===== config.mk =====
export PLATFORM = sky130hd
export DESIGN_NAME = sid_mix_flat
export DESIGN_NICKNAME = d
export VERILOG_FILES = /design/src/rtl/sid_mix_if.sv /design/src/rtl/sid_mix.sv /design/src/flat_wrapper.sv
export SDC_FILE = /design/constraint.sdc
export NUM_CORES = 1
export LEC_CHECK = 0
export CAP_MARGIN = 40
export CORE_MARGIN = 2
export CORE_UTILIZATION = 35
export CTS_CLUSTER_SIZE = 12
export DETAILED_ROUTE_END_ITERATION = 8
export PLACE_DENSITY = 0.55
export REMOVE_ABC_BUFFERS = 1
export SKIP_LAST_GASP = 1
export SYNTH_ARGS = -nofsm -noshare
export SYNTH_HDL_FRONTEND = slang
export SYNTH_SLANG_ARGS = --single-unit

===== constraint.sdc =====
create_clock -name clk -period 7.9 [get_ports clk]
set_clock_uncertainty 0.2 [all_clocks]
set_input_delay 0.79 -clock clk [delete_from_list [all_inputs] [get_ports clk]]
set_output_delay 0.79 -clock clk [all_outputs]
set_load 0.01 [all_outputs]

===== src/rtl/sid_mix_if.sv =====
// sid_mix_if: register bus for the SID voice mixer.
//   cs   - register select
//   we   - write enable (qualified by cs)
//   a    - register address
//   di   - write data
//   dout - registered read data (one-cycle latency)
// The read data is named dout because "do" is a SystemVerilog keyword.
interface sid_mix_if #(
  parameter int unsigned ADDR_W = 3
);
  logic              cs;
  logic              we;
  logic [ADDR_W-1:0] a;
  logic [7:0]        di;
  logic [7:0]        dout;

  modport master (output cs, output we, output a, output di, input dout);
  modport slave  (input cs, input we, input a, input di, output dout);
endinterface


===== src/rtl/sid_mix.sv =====
// sid_mix: time-multiplexed SID voice mixer.
// Each frame, one shared multiplier forms the wave*envelope products of all
// voices. The products are summed into a filter-bound bus and a direct bus.
// The filter return is merged in and master volume is applied.
// Ports:
//   clk, reset_n    - clock, asynchronous active-low reset
//   tick            - start-of-frame strobe
//   wave, env       - packed per-voice wave / envelope inputs (unsigned)
//   flt_out         - filter return, sampled in the final frame cycle
//   bus             - register bus (per-voice route/mute, volume, status)
//   flt_in, audio   - frame results, held between frames
//   valid           - one-cycle pulse when audio updates
//   busy, overrun   - frame in progress, sticky dropped-tick flag
// Build option: define SID_MIX_SAT_EN for a fixed 4-voice-headroom audio
// window with clamping; the default window uses full headroom.
module sid_mix #(
  parameter int unsigned VOICES = 3,
  parameter int unsigned WAVE_W = 12,
  parameter int unsigned ENV_W  = 8,
  parameter int unsigned ADDR_W = $clog2(VOICES + 2)
) (
  input  logic                     clk,
  input  logic                     reset_n,
  input  logic                     tick,
  input  logic [VOICES*WAVE_W-1:0] wave,
  input  logic [VOICES*ENV_W-1:0]  env,
  input  logic [WAVE_W-1:0]        flt_out,
  sid_mix_if.slave                 bus,
  output logic [WAVE_W-1:0]        flt_in,
  output logic [WAVE_W-1:0]        audio,
  output logic                     valid,
  output logic                     busy,
  output logic                     overrun
);
  localparam int unsigned SUM_W  = WAVE_W + ENV_W + $clog2(VOICES + 1);
  localparam int unsigned PROD_W = WAVE_W + ENV_W;
  localparam int unsigned IDX_W  = (VOICES > 1) ? $clog2(VOICES) : 1;
  localparam int unsigned WIN_W  = WAVE_W - 4;
`ifdef SID_MIX_SAT_EN
  localparam int unsigned WIN_HI = WAVE_W + ENV_W + 1;
  localparam int unsigned MIX_W  = (SUM_W > WIN_HI + 1) ? SUM_W : WIN_HI + 1;
`else
  localparam int unsigned WIN_HI = SUM_W - 1;
  localparam int unsigned MIX_W  = SUM_W;
`endif
  localparam int unsigned WIN_LO = WIN_HI + 1 - WIN_W;

  typedef enum logic [1:0] {S_IDLE, S_ACCUM, S_DRAIN, S_FINAL} state_e;

  state_e             state_q, state_d;
  logic [IDX_W-1:0]   idx_q, idx_d;
  logic [SUM_W-1:0]   fsum_q, fsum_d, dsum_q, dsum_d;
  logic [PROD_W-1:0]  prod_q, prod_d;
  logic               prod_flt_q, prod_flt_d, prod_mute_q, prod_mute_d;
  logic               prod_vld_q, prod_vld_d;
  logic [7:0]         ctrl_q [VOICES];
  logic [7:0]         ctrl_d [VOICES];
  logic [7:0]         vol_q, vol_d, dout_q, dout_d;
  logic [WAVE_W-1:0]  flt_in_q, flt_in_d, audio_q, audio_d;
  logic               valid_q, valid_d, busy_q, busy_d, overrun_q, overrun_d;

  logic [WAVE_W-1:0]  wave_c;
  logic [ENV_W-1:0]   env_c;
  logic               route_c, mute_c, clr_c;
  logic [MIX_W-1:0]   mix_c;
  logic [WIN_W-1:0]   win_c;

  // State and datapath registers
  always_ff @(posedge clk or negedge reset_n) begin
    if (!reset_n) begin
      state_q     <= S_IDLE;
      idx_q       <= '0;
      fsum_q      <= '0;
      dsum_q      <= '0;
      prod_q      <= '0;
      prod_flt_q  <= 1'b0;
      prod_mute_q <= 1'b0;
      prod_vld_q  <= 1'b0;
      ctrl_q      <= '{default: '0};
      vol_q       <= '0;
      dout_q      <= '0;
      flt_in_q    <= '0;
      audio_q     <= '0;
      valid_q     <= 1'b0;
      busy_q      <= 1'b0;
      overrun_q   <= 1'b0;
    end else begin
      state_q     <= state_d;
      idx_q       <= idx_d;
      fsum_q      <= fsum_d;
      dsum_q      <= dsum_d;
      prod_q      <= prod_d;
      prod_flt_q  <= prod_flt_d;
      prod_mute_q <= prod_mute_d;
      prod_vld_q  <= prod_vld_d;
      ctrl_q      <= ctrl_d;
      vol_q       <= vol_d;
      dout_q      <= dout_d;
      flt_in_q    <= flt_in_d;
      audio_q     <= audio_d;
      valid_q     <= valid_d;
      busy_q      <= busy_d;
      overrun_q   <= overrun_d;
    end
  end

  // Next-state, register bank and datapath
  always_comb begin
    state_d     = state_q;
    idx_d       = idx_q;
    fsum_d      = fsum_q;
    dsum_d      = dsum_q;
    prod_d      = prod_q;
    prod_flt_d  = prod_flt_q;
    prod_mute_d = prod_mute_q;
    prod_vld_d  = prod_vld_q;
    ctrl_d      = ctrl_q;
    vol_d       = vol_q;
    dout_d      = '0;
    flt_in_d    = flt_in_q;
    audio_d     = audio_q;
    valid_d     = 1'b0;
    wave_c      = '0;
    env_c       = '0;
    route_c     = 1'b0;
    mute_c      = 1'b0;
    mix_c       = '0;
    win_c       = '0;
    clr_c       = 1'b0;

    // Register writes and reads
    if (bus.cs && bus.we) begin
      for (int i = 0; i < VOICES; i++)
        if (bus.a == ADDR_W'(i)) ctrl_d[i] = bus.di;
      if (bus.a == ADDR_W'(VOICES)) vol_d = bus.di;
      clr_c = (bus.a == ADDR_W'(VOICES + 1)) && bus.di[0];
    end else if (bus.cs) begin
      for (int i = 0; i < VOICES; i++)
        if (bus.a == ADDR_W'(i)) dout_d = ctrl_q[i];
      if (bus.a == ADDR_W'(VOICES)) dout_d = vol_q;
      if (bus.a == ADDR_W'(VOICES + 1)) dout_d = {7'b0, overrun_q};
    end

    // A dropped tick wins over a same-cycle clear
    overrun_d = (tick && (state_q != S_IDLE)) || (overrun_q && !clr_c);

    // Voice selected by idx, with its routing as currently stored
    for (int i = 0; i < VOICES; i++) begin
      if (idx_q == IDX_W'(i)) begin
        wave_c  = wave[i*WAVE_W +: WAVE_W];
        env_c   = env[i*ENV_W +: ENV_W];
        route_c = ctrl_q[i][0];
        mute_c  = ctrl_q[i][1];
      end
    end

    // Fold the previously issued product into its bus
    if ((state_q == S_ACCUM || state_q == S_DRAIN) && prod_vld_q) begin
      if (prod_flt_q)        fsum_d = fsum_q + SUM_W'(prod_q);
      else if (!prod_mute_q) dsum_d = dsum_q + SUM_W'(prod_q);
    end

    case (state_q)
      S_IDLE: begin
        if (tick) begin
          state_d    = S_ACCUM;
          idx_d      = '0;
          fsum_d     = '0;
          dsum_d     = '0;
          prod_vld_d = 1'b0;
        end
      end
      S_ACCUM: begin
        prod_d      = PROD_W'(wave_c) * PROD_W'(env_c);
        prod_flt_d  = route_c;
        prod_mute_d = mute_c;
        prod_vld_d  = 1'b1;
        if (idx_q == IDX_W'(VOICES - 1)) state_d = S_DRAIN;
        else                             idx_d   = idx_q + IDX_W'(1);
      end
      S_DRAIN: begin
        prod_vld_d = 1'b0;
        state_d    = S_FINAL;
      end
      S_FINAL: begin
        flt_in_d = WAVE_W'(fsum_q >> (SUM_W - WAVE_W));
        mix_c    = MIX_W'(dsum_q) + MIX_W'({flt_out, {ENV_W{1'b0}}});
        win_c    = WIN_W'(mix_c >> WIN_LO);
`ifdef SID_MIX_SAT_EN
        if ((mix_c >> (WIN_HI + 1)) != '0) win_c = '1;
`endif
        audio_d  = WAVE_W'(vol_q[3:0]) * WAVE_W'(win_c);
        valid_d  = 1'b1;
        state_d  = S_IDLE;
      end
      default: state_d = S_IDLE;
    endcase

    busy_d = (state_d != S_IDLE);
  end

  assign bus.dout = dout_q;
  assign flt_in   = flt_in_q;
  assign audio    = audio_q;
  assign valid    = valid_q;
  assign busy     = busy_q;
  assign overrun  = overrun_q;
endmodule

===== src/flat_wrapper.sv =====
// flat-port wrapper written by rule: the top's interface ports become plain ports
module sid_mix_flat 
#(
  parameter int unsigned VOICES = 3,
  parameter int unsigned WAVE_W = 12,
  parameter int unsigned ENV_W  = 8,
  parameter int unsigned ADDR_W = $clog2(VOICES + 2)
)
  (clk, reset_n, tick, wave, env, flt_out, flt_in, audio, valid, busy, overrun, bus_cs, bus_we, bus_a, bus_di, bus_dout);
  sid_mix_if #(.ADDR_W(ADDR_W)) bus_i ();
  input  logic clk;
  input  logic reset_n;
  input  logic tick;
  input  logic [VOICES*WAVE_W-1:0] wave;
  input  logic [VOICES*ENV_W-1:0] env;
  input  logic [WAVE_W-1:0] flt_out;
  output logic [WAVE_W-1:0] flt_in;
  output logic [WAVE_W-1:0] audio;
  output logic valid;
  output logic busy;
  output logic overrun;
  input wire logic [$bits(bus_i.cs)-1:0] bus_cs;
  input wire logic [$bits(bus_i.we)-1:0] bus_we;
  input wire logic [$bits(bus_i.a)-1:0] bus_a;
  input wire logic [$bits(bus_i.di)-1:0] bus_di;
  output wire logic [$bits(bus_i.dout)-1:0] bus_dout;
  assign bus_i.cs = bus_cs;
  assign bus_i.we = bus_we;
  assign bus_i.a = bus_a;
  assign bus_i.di = bus_di;
  assign bus_dout = bus_i.dout;
  sid_mix #(.VOICES(VOICES), .WAVE_W(WAVE_W), .ENV_W(ENV_W), .ADDR_W(ADDR_W)) u_core (.clk(clk), .reset_n(reset_n), .tick(tick), .wave(wave), .env(env), .flt_out(flt_out), .bus(bus_i), .flt_in(flt_in), .audio(audio), .valid(valid), .busy(busy), .overrun(overrun));
endmodule

==> summary.md <==
| Metric | Value |
|---|---|
| Final-report max-slew violation count | `0` |
| Critical path peak fanout | `27` |
| Transition time at the pin with the least slew margin | `890 ps` |
| Clock buffers created by TritonCTS | `17` |
| Result of the run | `finished clean` |
| Register-to-Register Path Depth | `23` |
| Total of flip-flops plus latches after synthesis | `138` |
| Via/cell ratio | `5.07` |
| Synth area leader | `dfrtp_1` |
| Starting density of the core | `35.6%` |
| Origin of the worst setup path | `u_core.idx_q[1]$_DFFE_PN0P_` |
| Buffers inserted by post-CTS timing repair | `0` |
| # rows | `68` |
| Arr. time, crit path | `6660 ps` |
| Cell family with the largest share of critical-path delay | `adder cells` |
| Area of the die | `0.0367 mm2` |
| CTS Root Cell | `clkbuf_16` |
| Maximum number of pins on one net before global-route repair | `87` |
| Max transition margin | `40.7%` |
| Antenna violations before repair | `0` |
| Count of final hold-check violations | `0` |
| Path type of the worst min-delay path | `in -> async` |
| P&R area growth vs syn | `19.7%` |
| Clock-pin transition on the worst setup and hold timing paths | `70 ps` |
| Max rail drop VDD | `275 uV` |
| Most common cell after layout, fill and taps aside | `nor2_1` |
| Total core area | `0.0346 mm2` |
| Hold Buf Count CTS | `0` |
| Synth top area share | `28.0%` |
| Power consumption | `7.13 mW` |
| Die outline width | `192 um` |
| Final cell area excluding filler cells | `0.0147 mm2` |
| Filler instances | `3393` |
| Worst path depth | `23` |
| Final standard cell utilization of the core | `42.6%` |
| Worst stage delay on the critical path | `700 ps` |
| H-tree depth | `4` |
| Vias | `9853` |
| Count of clock tree sinks | `138` |
| Post-route ant nets | `0` |
| Top flip-flop cell by instance count after synthesis | `dfrtp_1` |
| Placed standard-cell area | `0.0141 mm2` |
| Data required, critical path | `8020 ps` |
| Count of antenna diodes in the layout | `0` |
| Final nets | `1753` |
| Global-route wire length before repair | `50300 um` |
| Avg Cell Area, Syn | `8.98 um2` |
| Final weighted congestion in routability-driven placement | `0.876` |
| Max-capacitance violation count | `0` |
| Top cells by area, synth | `dfrtp_1, fa_1, ha_1` |
| Synthesized area | `0.0123 mm2` |
| Hpwl dp | `23100 um` |
| Number of failing setup endpoints in the final timing report | `0` |
| Final period util | `82.8%` |
| Max Clk Rate | `0.153 GHz` |
| Post-Route WL | `30000 um` |
| Slowest cell on crit path | `ha_1` |
| Sum Neg Setup Slack | `0 ps` |
| Count of input and output buffers | `122` |
| Startpoint of the most critical register-to-register path | `u_core.idx_q[1]$_DFFE_PN0P_` |
| Share of async-settable or async-resettable flops after synthesis | `100%` |
| P per Cell Area | `484 mW/mm2` |
| Unrepaired setup endpoints after global routing | `false` |
| Maximum clock insertion buffer count | `2` |
| Period minus WS final | `6540 ps` |
| Hold Slack | `221 ps` |
| Ordered list of cells on the worst path | `inv_1, ha_1, buf_4, nor2_1, a21oi_1, nor2_1, a21oi_1, or2_2, fa_1, fa_1, inv_1, fa_1, inv_1, fa_1, inv_1, ha_1, o21a_1, o31ai_1, a21oi_1, o211ai_1, a21oi_1, xnor2_1, mux2_2` |
| Wire per inst | `15.4 um` |
| Number of top-level pins | `123` |
| Sequential element share of the synthesized area | `28.0%` |
| Via count of the first global-routing pass | `9955` |
| Startpoint type of the worst setup path | `flip-flop` |
| Fraction of final layout cells sized beyond drive strength 1 | `12.0%` |
| Number of distinct library cell variants in the gate-level netlist after synthesis | `70` |
| Detailed Route Iter0 Violations | `370` |
| Leakage power figure | `6.92 nW` |
| Overall Global Routing Usage | `16.9%` |
| Synth Warn # | `0` |
| Slack of the worst reg-to-reg path | `1360 ps` |
| Clk Latency, worst-skew pair | `440 ps` |
| Sum of overflow across all layers after global routing | `0` |
| Critical path buffers and inverters | `5` |
| TritonCTS clock tree | `done` |
| Type of destination of the critical path | `flip-flop` |
| Number of standard cells after synthesis | `1372` |
| Overall die height | `192 um` |
| Resized cells post-CTS | `0` |
| End point of the critical path | `u_core.prod_q[19]$_DFFE_PN0P_` |
| Count of flip-flops with a built-in enable after synthesis | `0` |
| Crit path kind | `reg -> reg` |
| Drt pass-1 iters | `4` |
| DRC | `0` |
| Critical register-to-register path endpoint | `u_core.prod_q[19]$_DFFE_PN0P_` |
| Most used cells in the layout excluding fill and tap cells | `nor2_1, dfrtp_1, clkdlybuf4s50_1` |
-- synth_stat cells, types with 20 or more instances --
cell and count:
xor2_1 20, or2_2 24, a21o_1 23, mux2_2 82, nand2_1 113, a21oi_1 120
fa_1 74, and2_1 22, clkbuf_1 49, xnor2_1 28, o21ai_0 56, nand3_1 25
dfrtp_1 138, inv_1 113, nor2_1 168, ha_1 115
-- layout make-up --
| class | instances | area [um2] | area share, % |
|---|---|---|---|
| clock inverter | 15 | 223 | 1.51 |
| tap | 455 | 569 | 3.86 |
| inverter | 113 | 424 | 2.88 |
| sequential | 138 | 3450 | 23.4 |
| timing repair buffer | 141 | 1410 | 9.55 |
| clock buffer | 17 | 425 | 2.89 |
| multi-input combinational | 1065 | 8240 | 55.9 |
-- per-layer routing --
metal | track usage (%) | vias to the layer above | wire, um
li1 | - | 4937 | -
met1 | 23.9 | 4706 | 15100
met2 | 27.6 | 188 | 13600
met3 | 2.21 | 22 | 1000
met4 | 3.79 | 0 | 316
met5 | 0 | - | 0
-- cell families after synthesis --
kind of cell	after synthesis	synth area share [%]
adders and majority gates	189	23.7
DFF	138	28.0
AOI/OAI and AO/OA	305	15.4
xor gates and xnor gates	48	3.41
buffers and inverters	169	5.18
and+or+nand+nor	440	16.7
muxes	83	7.58
-- how the worst min path moves through the flow --
stage | start | endpoint | depth (start not counted)
6_report | reset_n | u_core.audio[9]$_DFFE_PN0P_ | 1
5_1_grt | reset_n | u_core.audio[9]$_DFFE_PN0P_ | 1
4_1_cts | reset_n | u_core.audio[9]$_DFFE_PN0P_ | 1
3_5_place_dp | u_core.ctrl_q[22]$_DFFE_PN0P_ | u_core.ctrl_q[22]$_DFFE_PN0P_ | 1
3_3_place_gp | u_core.ctrl_q[10]$_DFFE_PN0P_ | u_core.ctrl_q[10]$_DFFE_PN0P_ | 1
2_1_floorplan | u_core.dsum_q[7]$_DFF_PN0_ | u_core.dsum_q[7]$_DFF_PN0_ | 2
-- state kept, by name, indices dropped and copies added, names as in the netlist, 2 cells and up --
register	count
u_core.bus.dout	8
u_core.ctrl_q	24
u_core.fsum_q	22
u_core.flt_in	12
u_core.prod_q	20
u_core.idx_q	2
u_core.state_q	2
u_core.dsum_q	22
u_core.audio	12
u_core.vol_q	8
-- power by group --
| group | total, mW | internal, mW | leakage (nW) | switching [mW] |
|---|---|---|---|---|
| clock | 0.886 | 0.517 | 0.318 | 0.368 |
| sequential | 1.17 | 0.954 | 1.78 | 0.218 |
| combinational | 5.07 | 2.24 | 4.82 | 2.83 |
-- metrics by stage --
step	worst slack, ps	std cells
5_1_grt	841	1944
4_1_cts	1280	1943
2_1_floorplan	1780	1316
6_report	1360	1944
3_3_place_gp	1410	1904
3_5_place_dp	1300	1911
-- worst register-to-register path, cell delays in order, from the launching register on --
cell and delay (ps):
dfrtp_1 410, inv_1 90, ha_1 700, buf_4 370, nor2_1 80, a21oi_1 110, nor2_1 50, a21oi_1 570
or2_2 240, fa_1 440, fa_1 500, inv_1 50, fa_1 470, inv_1 50, fa_1 470, inv_1 40
ha_1 320, o21a_1 120, o31ai_1 110, a21oi_1 200, o211ai_1 320, a21oi_1 140, xnor2_1 150, mux2_2 260
(Power assumes the default switching activity.)
